### src/rtl/bit_serial_adder.sv
// Bit-serial adder: one full-adder stage per clock, LSB first, through a single carry flop.
// Optional signed-overflow output enabled by defining BIT_SERIAL_ADDER_OVF_EN.
module bit_serial_adder #(
    parameter int WIDTH = 8
) (
    input  logic             clk,
    input  logic             rst_n,
    input  logic             start,
    input  logic [WIDTH-1:0] a,
    input  logic [WIDTH-1:0] b,
    input  logic             cin,
    output logic             busy,
    output logic             s_bit,
    output logic             s_valid,
    output logic [WIDTH-1:0] sum,
    output logic             cout,
    output logic             done
`ifdef BIT_SERIAL_ADDER_OVF_EN
    ,
    output logic             ovf
`endif
);

    typedef enum logic {IDLE, RUN} state_t;

    localparam int CW = (WIDTH > 2) ? $clog2(WIDTH) : 1;
    localparam logic [CW-1:0] LAST = CW'(WIDTH - 1);

    state_t           state_q, state_d;
    logic [WIDTH-1:0] a_q, b_q, acc_q;
    logic             carry_q;
    logic [CW-1:0]    cnt_q;

    logic s_next, c_next, last;

    assign s_next = a_q[0] ^ b_q[0] ^ carry_q;
    assign c_next = (a_q[0] & b_q[0]) | (a_q[0] & carry_q) | (b_q[0] & carry_q);
    assign last   = (cnt_q == LAST);

    // NOTE: state and datapath flops use non-blocking assignments so every
    // flop samples the pre-edge values of the others, like real hardware.
    always_ff @(posedge clk or negedge rst_n) begin
        if (!rst_n) state_q <= IDLE;
        else        state_q <= state_d;
    end

    // NOTE: state_d gets a default before the case so no path leaves it
    // unassigned, which would otherwise infer a latch.
    always_comb begin
        state_d = state_q;
        case (state_q)
            IDLE:    if (start) state_d = RUN;
            RUN:     if (last)  state_d = IDLE;
            default: state_d = IDLE;
        endcase
    end

    always_comb begin
        busy = (state_q == RUN);
    end

    // NOTE: operand and accumulator registers are reset too; they are few
    // bits and a known value simplifies debugging after a mid-run reset.
    always_ff @(posedge clk or negedge rst_n) begin
        if (!rst_n) begin
            a_q     <= '0;
            b_q     <= '0;
            acc_q   <= '0;
            carry_q <= 1'b0;
            cnt_q   <= '0;
            s_bit   <= 1'b0;
            s_valid <= 1'b0;
            sum     <= '0;
            cout    <= 1'b0;
            done    <= 1'b0;
`ifdef BIT_SERIAL_ADDER_OVF_EN
            ovf     <= 1'b0;
`endif
        end else begin
            s_valid <= 1'b0;
            done    <= 1'b0;
            case (state_q)
                IDLE: begin
                    if (start) begin
                        a_q     <= a;
                        b_q     <= b;
                        carry_q <= cin;
                        cnt_q   <= '0;
                    end
                end
                RUN: begin
                    s_bit   <= s_next;
                    s_valid <= 1'b1;
                    carry_q <= c_next;
                    a_q     <= a_q >> 1;
                    b_q     <= b_q >> 1;
                    acc_q   <= {s_next, acc_q[WIDTH-1:1]};
                    cnt_q   <= cnt_q + CW'(1);
                    if (last) begin
                        sum  <= {s_next, acc_q[WIDTH-1:1]};
                        cout <= c_next;
                        done <= 1'b1;
`ifdef BIT_SERIAL_ADDER_OVF_EN
                        // carry_q here is the carry into the MSB stage
                        ovf  <= carry_q ^ c_next;
`endif
                    end
                end
                default: ;
            endcase
        end
    end

endmodule
### config.mk
export PLATFORM = sky130hd
export DESIGN_NAME = bit_serial_adder
export DESIGN_NICKNAME = d
export VERILOG_FILES = /design/src/rtl/bit_serial_adder.sv
export SDC_FILE = /design/constraint.sdc
export NUM_CORES = 1
export LEC_CHECK = 0
export BUFFER_PORTS_ARGS = -buffer_cell sky130_fd_sc_hd__clkbuf_2
export CAP_MARGIN = 20
export CORE_UTILIZATION = 58
export DETAILED_ROUTE_END_ITERATION = 7
export PLACE_DENSITY_LB_ADDON = 0.1
export SYNTH_ARGS = -nofsm -noshare
export SYNTH_HDL_FRONTEND = slang
export SYNTH_SLANG_ARGS = --single-unit
### constraint.sdc
create_clock -name clk -period 2.76 [get_ports clk]
set_clock_uncertainty 0.05 [all_clocks]
set_input_delay 0.552 -clock clk [delete_from_list [all_inputs] [get_ports clk]]
set_output_delay 0.552 -clock clk [all_outputs]
set_load 0.02 [all_outputs]
== Word-level counts from Yosys, hierarchy flattened ==
Cells that the tools add are included.
Widths: inputs -> output; s select.

* Bits in registers: 41
* Output and inout bits: 13
* Word-level logic and storage cells: 37

* Add/sub/neg operators: 1
* Equal/unequal tests: 2
* Muxes and demuxes: 14
* Bitwise operators: 8
* Reduce and logical (&&, ||, !) cells: 1

{| class="wikitable"
|+ Operators with widths
! kind !! count
|-
| $pmux 8 s2 || 2
|-
| $mux 8 || 2
|-
| $mux 1 || 6
|-
| $pmux 3 s2 || 1
|-
| $pmux 1 s2 || 2
|-
| $add 3x1->3 const B || 1
|-
| $and 1x1->1 || 3
|-
| $eq 3x3->1 const B || 1
|-
| $mux 3 || 1
|-
| $ne 2x2->1 const B || 1
|-
| $or 1x1->1 || 2
|-
| $reduce_and 2->1 || 1
|-
| $xor 1x1->1 || 2
|-
| $not 1->1 || 1
|}

== Logic depth before layout (Yosys ltp) ==
Gate-level depths: netlist (run 1).

* Depth after elaboration: 4
* Mapped depth: 4
* Mapped depth without buffers: 4

== Worst setup path before layout (run 1) ==
OpenSTA, ideal clock, no wires.

* Path kind: reg-to-reg
* Start point: register cnt_q[0]
* End point: register cout
* Setup time: 125 ps
* Data arrival time: 1,234 ps
* Data required time: 2,585 ps
* Slack: 1,351 ps
* Stages on the path, launching flop included: 5
* Buffers on the path: 0
* Period minus slack after synthesis: 1,409 ps
* Path through: dfrtp_1 > ha_1 > ha_1 > nand2_8 > mux2_4

* Longest elaborated chain between the ends: 2

{| class="wikitable"
|+ RTL lines
! element !! RTL line !! text
|-
| start, declared || 32 || <nowiki>logic [CW-1:0] cnt_q;</nowiki>
|-
| start signal, assigned || 98 || <nowiki>cnt_q <= cnt_q + CW'(1);</nowiki>
|-
| $eq 3x3->1 || 38 || <nowiki>assign last = (cnt_q == LAST);</nowiki>
|-
| $reduce_and 2->1 (no source line) || -- ||
|-
| end signal, assigned || 101 || <nowiki>cout <= c_next;</nowiki>
|-
| end, declared || 16 || <nowiki>output logic cout,</nowiki>
|}

Every way passes these cells.
A chain may end at the register's enable or synchronous reset.

== Worst setup path in the final report (run 1) ==
* Start point: register state_q, in the netlist busy
* End point: output busy

{| class="wikitable"
|+ RTL lines
! element !! RTL line !! text
|-
| start, declared || 29 || <nowiki>state_t state_q, state_d;</nowiki>
|-
| start signal, assigned || 44 || <nowiki>else state_q <= state_d;</nowiki>
|-
| end, declared || 12 || <nowiki>output logic busy,</nowiki>
|}

No word-level cell between the ends.

==> flow_summary.ini, run 1 <==
[worst_setup_path]
path_cells = clkbuf_2
path_max_fanout = 14
critical_path.endpoint_type = primary output
crit_arrival_ns = 1.41
reg2reg_slack_ns = 1.11
worst-r2r-cell-count = 3
startpoint_type = flop
required_ns = 2.16
critPathMaxStageDelay_ns = 0.79
critical-path-top-delay-family = flip-flops
critPathKind = reg -> out
critPathBufInv = 1
cpMaxStageDelayCell = dfrtp_1
r2r_end = cnt_q[0]
r2r-start = busy

[floorplan]
fp.dieH_um = 56.0
die_x_um = 56.0
rows = 19
start_util_pct = 61.3
die_area_mm2 = 0.00313
coreArea_mm2 = 0.00276
io_pins = 33

[pwr]
p_switching_mw = 0.720
clock_power_share_pct = 21.2
power.density_mw_per_mm2 = 1150
swShare_pct = 32.3
seqPwrFrac_pct = 43.8
pwr-share-comb_pct = 35.0
p_int_mw = 1.51
p_leak_nw = 1.02
ir_worst_vdd_uv = 963

[placed_design]
place_inst = 179
hpwl_um = 1750
io_buffers = 32
place_congestion = 0.670
place_area_mm2 = 0.00183

[global_route]
grtUsageTotal_pct = 19.7
grt_pass1_vias = 1021
grt_max_degree = 40
gr-total-overflow = 0
grt_antenna_before_repair = 0
grt_pass1_wl_um = 4570

[clock_network]
htree_levels = 2
hold_buffers = 0
clock-sinks = 39
clockRootBuffer = clkbuf_4
clk_latency_ns = 0.35
cts_tree = built
numCtsBuffers = 5
clockBufferDepth = 2
post_cts_resized = 0
cts.reportedPaths.clkPinSlew_ns = 0.12
post_cts_buffers = 0

[sta]
setup_tns_ns = 0
setup_viol = 0
rsz0062_at_grt = false
worst_pin_slew_ns = 0.910
finalCritPeriodShare_pct = 73.0
max_freq_mhz = 496
period_needed_ns = 2.02
maxSlewHeadroom_pct = 39.4
finalHoldViolCount = 0
finalMaxSlewViolations = 0
holdWs_ns = 0.261

[logic_synthesis]
avgSynthCellArea_um2 = 14.0
synth_cells = 121
syn-cell-area_mm2 = 0.00169
yosys_warnings = 0
yosysSeqAreaShare_pct = 57.8
ys_types = 18
synth_nets = 144
synth_top_area_cell = dfrtp_1
yosys.area.top_type_share_pct = 57.8
ys_top_cells_by_area = dfrtp_1, mux2_4, mux2i_1
ys_ff_latch = 39

[layout]
multi_input_area_um2 = 641
final_cell_mix = dfrtp_1, clkbuf_2, mux2i_1
instances_no_fill = 187
antenna_cells = 0
fill_cells = 214
drive_above_1_share_pct = 38.5
mostFrequentLayoutCell = dfrtp_1
nets = 178
final-seq-area_um2 = 976
syn2layout_area_growth_pct = 14.8
fin_area_mm2 = 0.00194
fin_util_pct = 70.3

[drt]
vias_per_cell = 5.42
drt_iter0_drc = 20
route.detailed.drc = 0
wl_per_cell_um = 13.3
routed-via-count = 1014
drtAntennaViolNets = 0
routed_wl_um = 2490
first_pass_iters = 4

[hold_path]
hp-class = in -> async

[job]
drv_cap = 0

[outcome]
status = finished clean
metrics by stage:
stage / power (mW) / setup WS (ns)
floorplan: 1.59 / 1.35
global placement: 1.74 / 1.14
detailed placement: 1.79 / 1.12
CTS: 2.26 / 0.724
global route: 2.39 / 0.657
finish: 2.23 / 0.745
Yosys cell counts (all sizes together):
master	number
inv	1
clkbuf	1
a22o	2
mux2	17
nor2	3
dfrtp	39
ha	2
a21oi	1
nand2	16
buf	6
o21ai	15
mux2i	17
fa	1
layout make-up:
cell class                 count  area share [%]
sequential                    39            50.3
multi-input combinational     74            33.0
timing repair buffer          34            9.03
clock inverter                 3            3.48
tap                           31            2.00
clock buffer                   5            1.94
inverter                       1           0.194
cell families (layout without fill, tap and decap cells):
logic type	count (synthesis)	after routing	share of synthesized area [%]
flops	39	39	57.8
buf+inv	8	43	4.30
compound gates	18	18	5.78
fa+ha+maj	3	3	2.67
simple gates	19	19	5.18
mux	34	34	24.3
power by group through the flow:
stage,logic [mW],clock network [mW],registers (mW)
3_3_place_gp,0.762,0,0.979
2_1_floorplan,0.570,0,1.02
3_5_place_dp,0.792,0,0.995
6_report,0.780,0.473,0.975
4_1_cts,0.793,0.485,0.983
5_1_grt,0.873,0.509,1.01
per-layer routing:
metal	global-route usage [%]	routed length [µm]	up-vias	share of wire [%]
met1	24.9	1100	495	44
li1	-	-	486	-
met3	7.91	129	6	5.2
met2	29.4	1220	27	49
met5	0	0	-	0
met4	9.76	49	0	2.0
registers in the layout, indices dropped and copies added (netlist names):
| signal | cells |
|---|---|
| a_q | 8 |
| carry_q | 1 |
| cnt_q | 3 |
| acc_q | 6 |
| b_q | 8 |
| s_bit | 1 |
| sum | 8 |
| busy | 1 |
| done | 1 |
| cout | 1 |
| s_valid | 1 |
worst max path at each step:
| stage | depth (start not counted) | end | start | slack (ns) |
|---|---|---|---|---|
| after floorplan | 4 | cout | cnt_q[0] | 1.35 |
| after global placement | 1 | busy | busy | 1.14 |
| after detailed placement | 3 | cnt_q[0] | busy | 1.12 |
| after CTS | 1 | busy | busy | 0.72 |
| after global routing | 1 | busy | busy | 0.66 |
| final | 1 | busy | busy | 0.74 |
(Power assumes the default switching activity.)
==> run 2, diff against run 1 <==
Settings changed: CORE_UTILIZATION 58 to 53.
Clock period 2.76 ns to 2 ns, I/O delays scaled along.
==> flow_summary.ini, run 2 (synthesized netlist as in run 1, its figures left out) <==
[worst_setup_path]
worst-r2r-cell-count = 4
cpMaxStageDelayCell = dfrtp_1
critical_path.endpoint_type = primary output
startpoint_type = flop
path_max_fanout = 12
path_cells = clkbuf_2
crit_arrival_ns = 1.28
critPathKind = reg -> out
critPathMaxStageDelay_ns = 0.68
worst-path-stages = 1
critPathBufInv = 1
critical-path-top-delay-family = flip-flops
required_ns = 1.55

[global_route]
grt_max_degree = 24
grt_pass1_vias = 1002
gr-total-overflow = 0
grt_antenna_before_repair = 0
grtUsageTotal_pct = 17.9
grt_pass1_wl_um = 4420

[sta]
max_freq_mhz = 577
worst_pin_slew_ns = 0.536
setup_ws_ns = 0.268
rsz0062_at_grt = false
maxSlewHeadroom_pct = 64.3
finalHoldViolCount = 0
period_needed_ns = 1.73
setup_viol = 0
holdWs_ns = 0.252
finalMaxSlewViolations = 0
setup_tns_ns = 0
finalCritPeriodShare_pct = 86.6

[layout]
fin_area_mm2 = 0.00196
instances_no_fill = 204
final_cell_mix = dfrtp_1, clkbuf_2, mux2i_1
top_regs = a_q (8), b_q (8), sum (8)
fill_cells = 234
antenna_cells = 0
nets = 182
mostFrequentLayoutCell = dfrtp_1
fin_util_pct = 64.9
syn2layout_area_growth_pct = 16.3
drive_above_1_share_pct = 39.4

[clock_network]
cts_tree = built
clock-sinks = 39
clockRootBuffer = clkbuf_4
post_cts_resized = 0
clockBufferDepth = 2
clk_latency_ns = 0.34
numCtsBuffers = 5
post_cts_buffers = 0
hold_buffers = 1
htree_levels = 2
cts.reportedPaths.clkPinSlew_ns = 0.12

[placed_design]
place_congestion = 0.684
io_buffers = 32
hpwl_um = 1920
dp_slack_ns = 0.517
place_inst = 195
place_area_mm2 = 0.00187

[floorplan]
die_x_um = 58.5
start_util_pct = 55.8
fp.dieH_um = 58.5
io_pins = 33
die_area_mm2 = 0.00342
rows = 20
coreArea_mm2 = 0.00303

[pwr]
power_mw = 2.97
p_leak_nw = 1.03
power.density_mw_per_mm2 = 1510
ir_worst_vdd_uv = 712

[job]
drv_cap = 0

[drt]
drt_iter0_drc = 24
route.detailed.drc = 0
first_pass_iters = 5
routed_wl_um = 2650
routed-via-count = 1015
wl_per_cell_um = 13.0
drtAntennaViolNets = 0
vias_per_cell = 4.98

[hold_path]
hp-class = in -> reg
whs_path_depth = 3

[outcome]
status = finished clean
run 2: cell types whose count changed in the layout (fill, tap and decap cells not counted):
cell           previous run  this run
dlygate4sd3_1             0         1
clkinvlp_4                1         0
clkinv_4                  0         1
clkinv_2                  0         1
buf_4                     2         5
bufinv_16                 2         1
run 2: path summary, 6_finish.rpt:
kind	end	slack (ns)	from
min	b_q[7]	0.25	b[7]
max	busy	0.27	busy
max in group asynchronous	a_q[6]	0.86	rst_n
min in group asynchronous	acc_q[3]	0.51	rst_n
max reg2reg	sum[5]	0.49	cnt_q[0]
min reg2reg	a_q[2]	0.46	a_q[3]
run 2: layout make-up:
cell class	count	area [µm²]	area share, %
inverter	1	3.75	0.191
clock inverter	3	43.8	2.23
multi-input combinational	74	641	32.6
sequential	39	976	49.7
tap	44	55.1	2.80
timing repair buffer	38	208	10.6
clock buffer	5	37.5	1.91
run 2: where the power goes:
group	total, mW	internal (mW)	switching (mW)
sequential	1.34	1.11	0.233
combinational	1.11	0.590	0.520
clock	0.517	0.263	0.254
run 2: layer usage:
metal | share of wire (%) | up-vias | global-route usage (%)
met3 | 4.1 | 6 | 7.25
met4 | 2.2 | 0 | 7.82
met2 | 51 | 26 | 30.7
met1 | 43 | 491 | 19.5
met5 | 0 | - | 0
li1 | - | 492 | -
run 2: worst min-delay path, cell delays in order:
cell and delay [ns]:
clkbuf_2 0.08, mux2i_1 0.05, nor2_1 0.08
==> run 3, diff against run 2 <==
Settings changed: CORE_MARGIN set to 3.
==> flow_summary.ini, run 3 (synthesized netlist as in run 1, its figures left out) <==
[clock_network]
clk_latency_ns = 0.34
clockRootBuffer = clkbuf_4
post_cts_resized = 0
clockBufferDepth = 2
cts.reportedPaths.clkPinSlew_ns = 0.10
htree_levels = 2
numCtsBuffers = 5
cts_tree = built
clock-sinks = 39

[hold_path]
hp-class = in -> reg

[layout]
mostFrequentLayoutCell = dfrtp_1
nets = 183
top_regs = a_q (8), b_q (8), sum (8)
fill_cells = 247
syn2layout_area_growth_pct = 17.8
final_cell_mix = dfrtp_1, clkbuf_2, mux2i_1
antenna_cells = 0
final-seq-area_um2 = 976
drive_above_1_share_pct = 39.1
fin_util_pct = 68.6
multi_input_area_um2 = 641

[outcome]
status = finished clean

[pwr]
p_leak_nw = 1.04
power.density_mw_per_mm2 = 1560
ir_worst_vdd_uv = 1040

[floorplan]
die_x_um = 62.5
start_util_pct = 58.2
coreArea_mm2 = 0.00290
fp.dieH_um = 62.5
io_pins = 33
die_area_mm2 = 0.00390
rows = 19

[sta]
period_needed_ns = 1.69
holdWs_ns = 0.253
setup_viol = 0
finalCritPeriodShare_pct = 84.6
setup_tns_ns = 0
rsz0062_at_grt = false
maxSlewHeadroom_pct = 68.5
worst_pin_slew_ns = 0.473
finalMaxSlewViolations = 0
max_freq_mhz = 591
finalHoldViolCount = 0

[drt]
drtAntennaViolNets = 0
routed_wl_um = 2750
wl_per_cell_um = 13.5
route.detailed.drc = 0
first_pass_iters = 4
routed-via-count = 1025
vias_per_cell = 5.05
drt_iter0_drc = 44

[placed_design]
place_congestion = 0.702
hpwl_um = 2050
io_buffers = 32

[worst_setup_path]
cpMaxStageDelayCell = dfrtp_1
required_ns = 1.55
critical-path-top-delay-family = flip-flops
critPathBufInv = 1
critical_path.endpoint_type = primary output
critPathMaxStageDelay_ns = 0.65
crit_arrival_ns = 1.24
critPathKind = reg -> out
path_cells = clkbuf_2
path_max_fanout = 9
startpoint_type = flop

[global_route]
grtUsageTotal_pct = 16.5
grt_max_degree = 18
grt_pass1_wl_um = 5040
grt_pass1_vias = 1131
gr-total-overflow = 0
grt_antenna_before_repair = 0

[job]
drv_cap = 0
-- run 3: final cells by class --
class                   instances  share of cell area, %
clock buffers                   6                   2.08
clock inverters                 2                   3.02
inverters                       1                  0.189
multi-input cells              74                   32.2
flip-flops and latches         39                   49.1
well taps                      42                   2.64
repair buffers                 39                   10.8
-- run 3: path summary, 6_finish.rpt --
| path | start | to | slack (ns) | depth (start not counted) |
|---|---|---|---|---|
| setup / recovery | busy | busy | 0.31 | 1 |
| hold / removal | b[7] | b_q[7] | 0.25 | 3 |
| setup reg to reg | cnt_q[0] | cout | 0.49 | 4 |
| hold reg to reg | a_q[7] | a_q[6] | 0.44 | 2 |
| max in group asynchronous | rst_n | cnt_q[0] | 0.92 | 3 |
| min in group asynchronous | rst_n | sum[1] | 0.45 | 2 |
-- run 3: routing by layer --
metal / part of all wire (%) / routed length (µm) / up-vias / global-route usage (%)
met2: 49 / 1340 / 24 / 27.0
met3: 4.7 / 129 / 7 / 5.04
met1: 45 / 1230 / 502 / 20.4
met4: 1.7 / 48 / 0 / 6.61
met5: 0 / 0 / - / 0
li1: - / - / 492 / -
-- run 3: report_power, final --
part	switching [mW]	internal, mW
sequential	0.229	1.11
combinational	0.528	0.600
clock	0.245	0.390
total	1.00	2.10
-- run 3: timing repair --
| item | in CTS | in global routing |
|---|---|---|
| buffers inserted | 0 | 0 |
| hold endpoints to repair | 15 | 0 |
| hold buffers | 1 | 0 |
-- run 3: metrics by stage --
step / power [mW] / cell area (µm²) / setup slack, ns / instances
floorplan: 2.20 / 1690 / 0.591 / 121
global placement: 2.44 / 1880 / 0.564 / 194
detailed placement: 2.50 / 1880 / 0.488 / 194
CTS: 3.15 / 1990 / 0.273 / 203
global route: 3.33 / 1990 / 0.233 / 203
finish: 3.10 / 1990 / 0.308 / 203
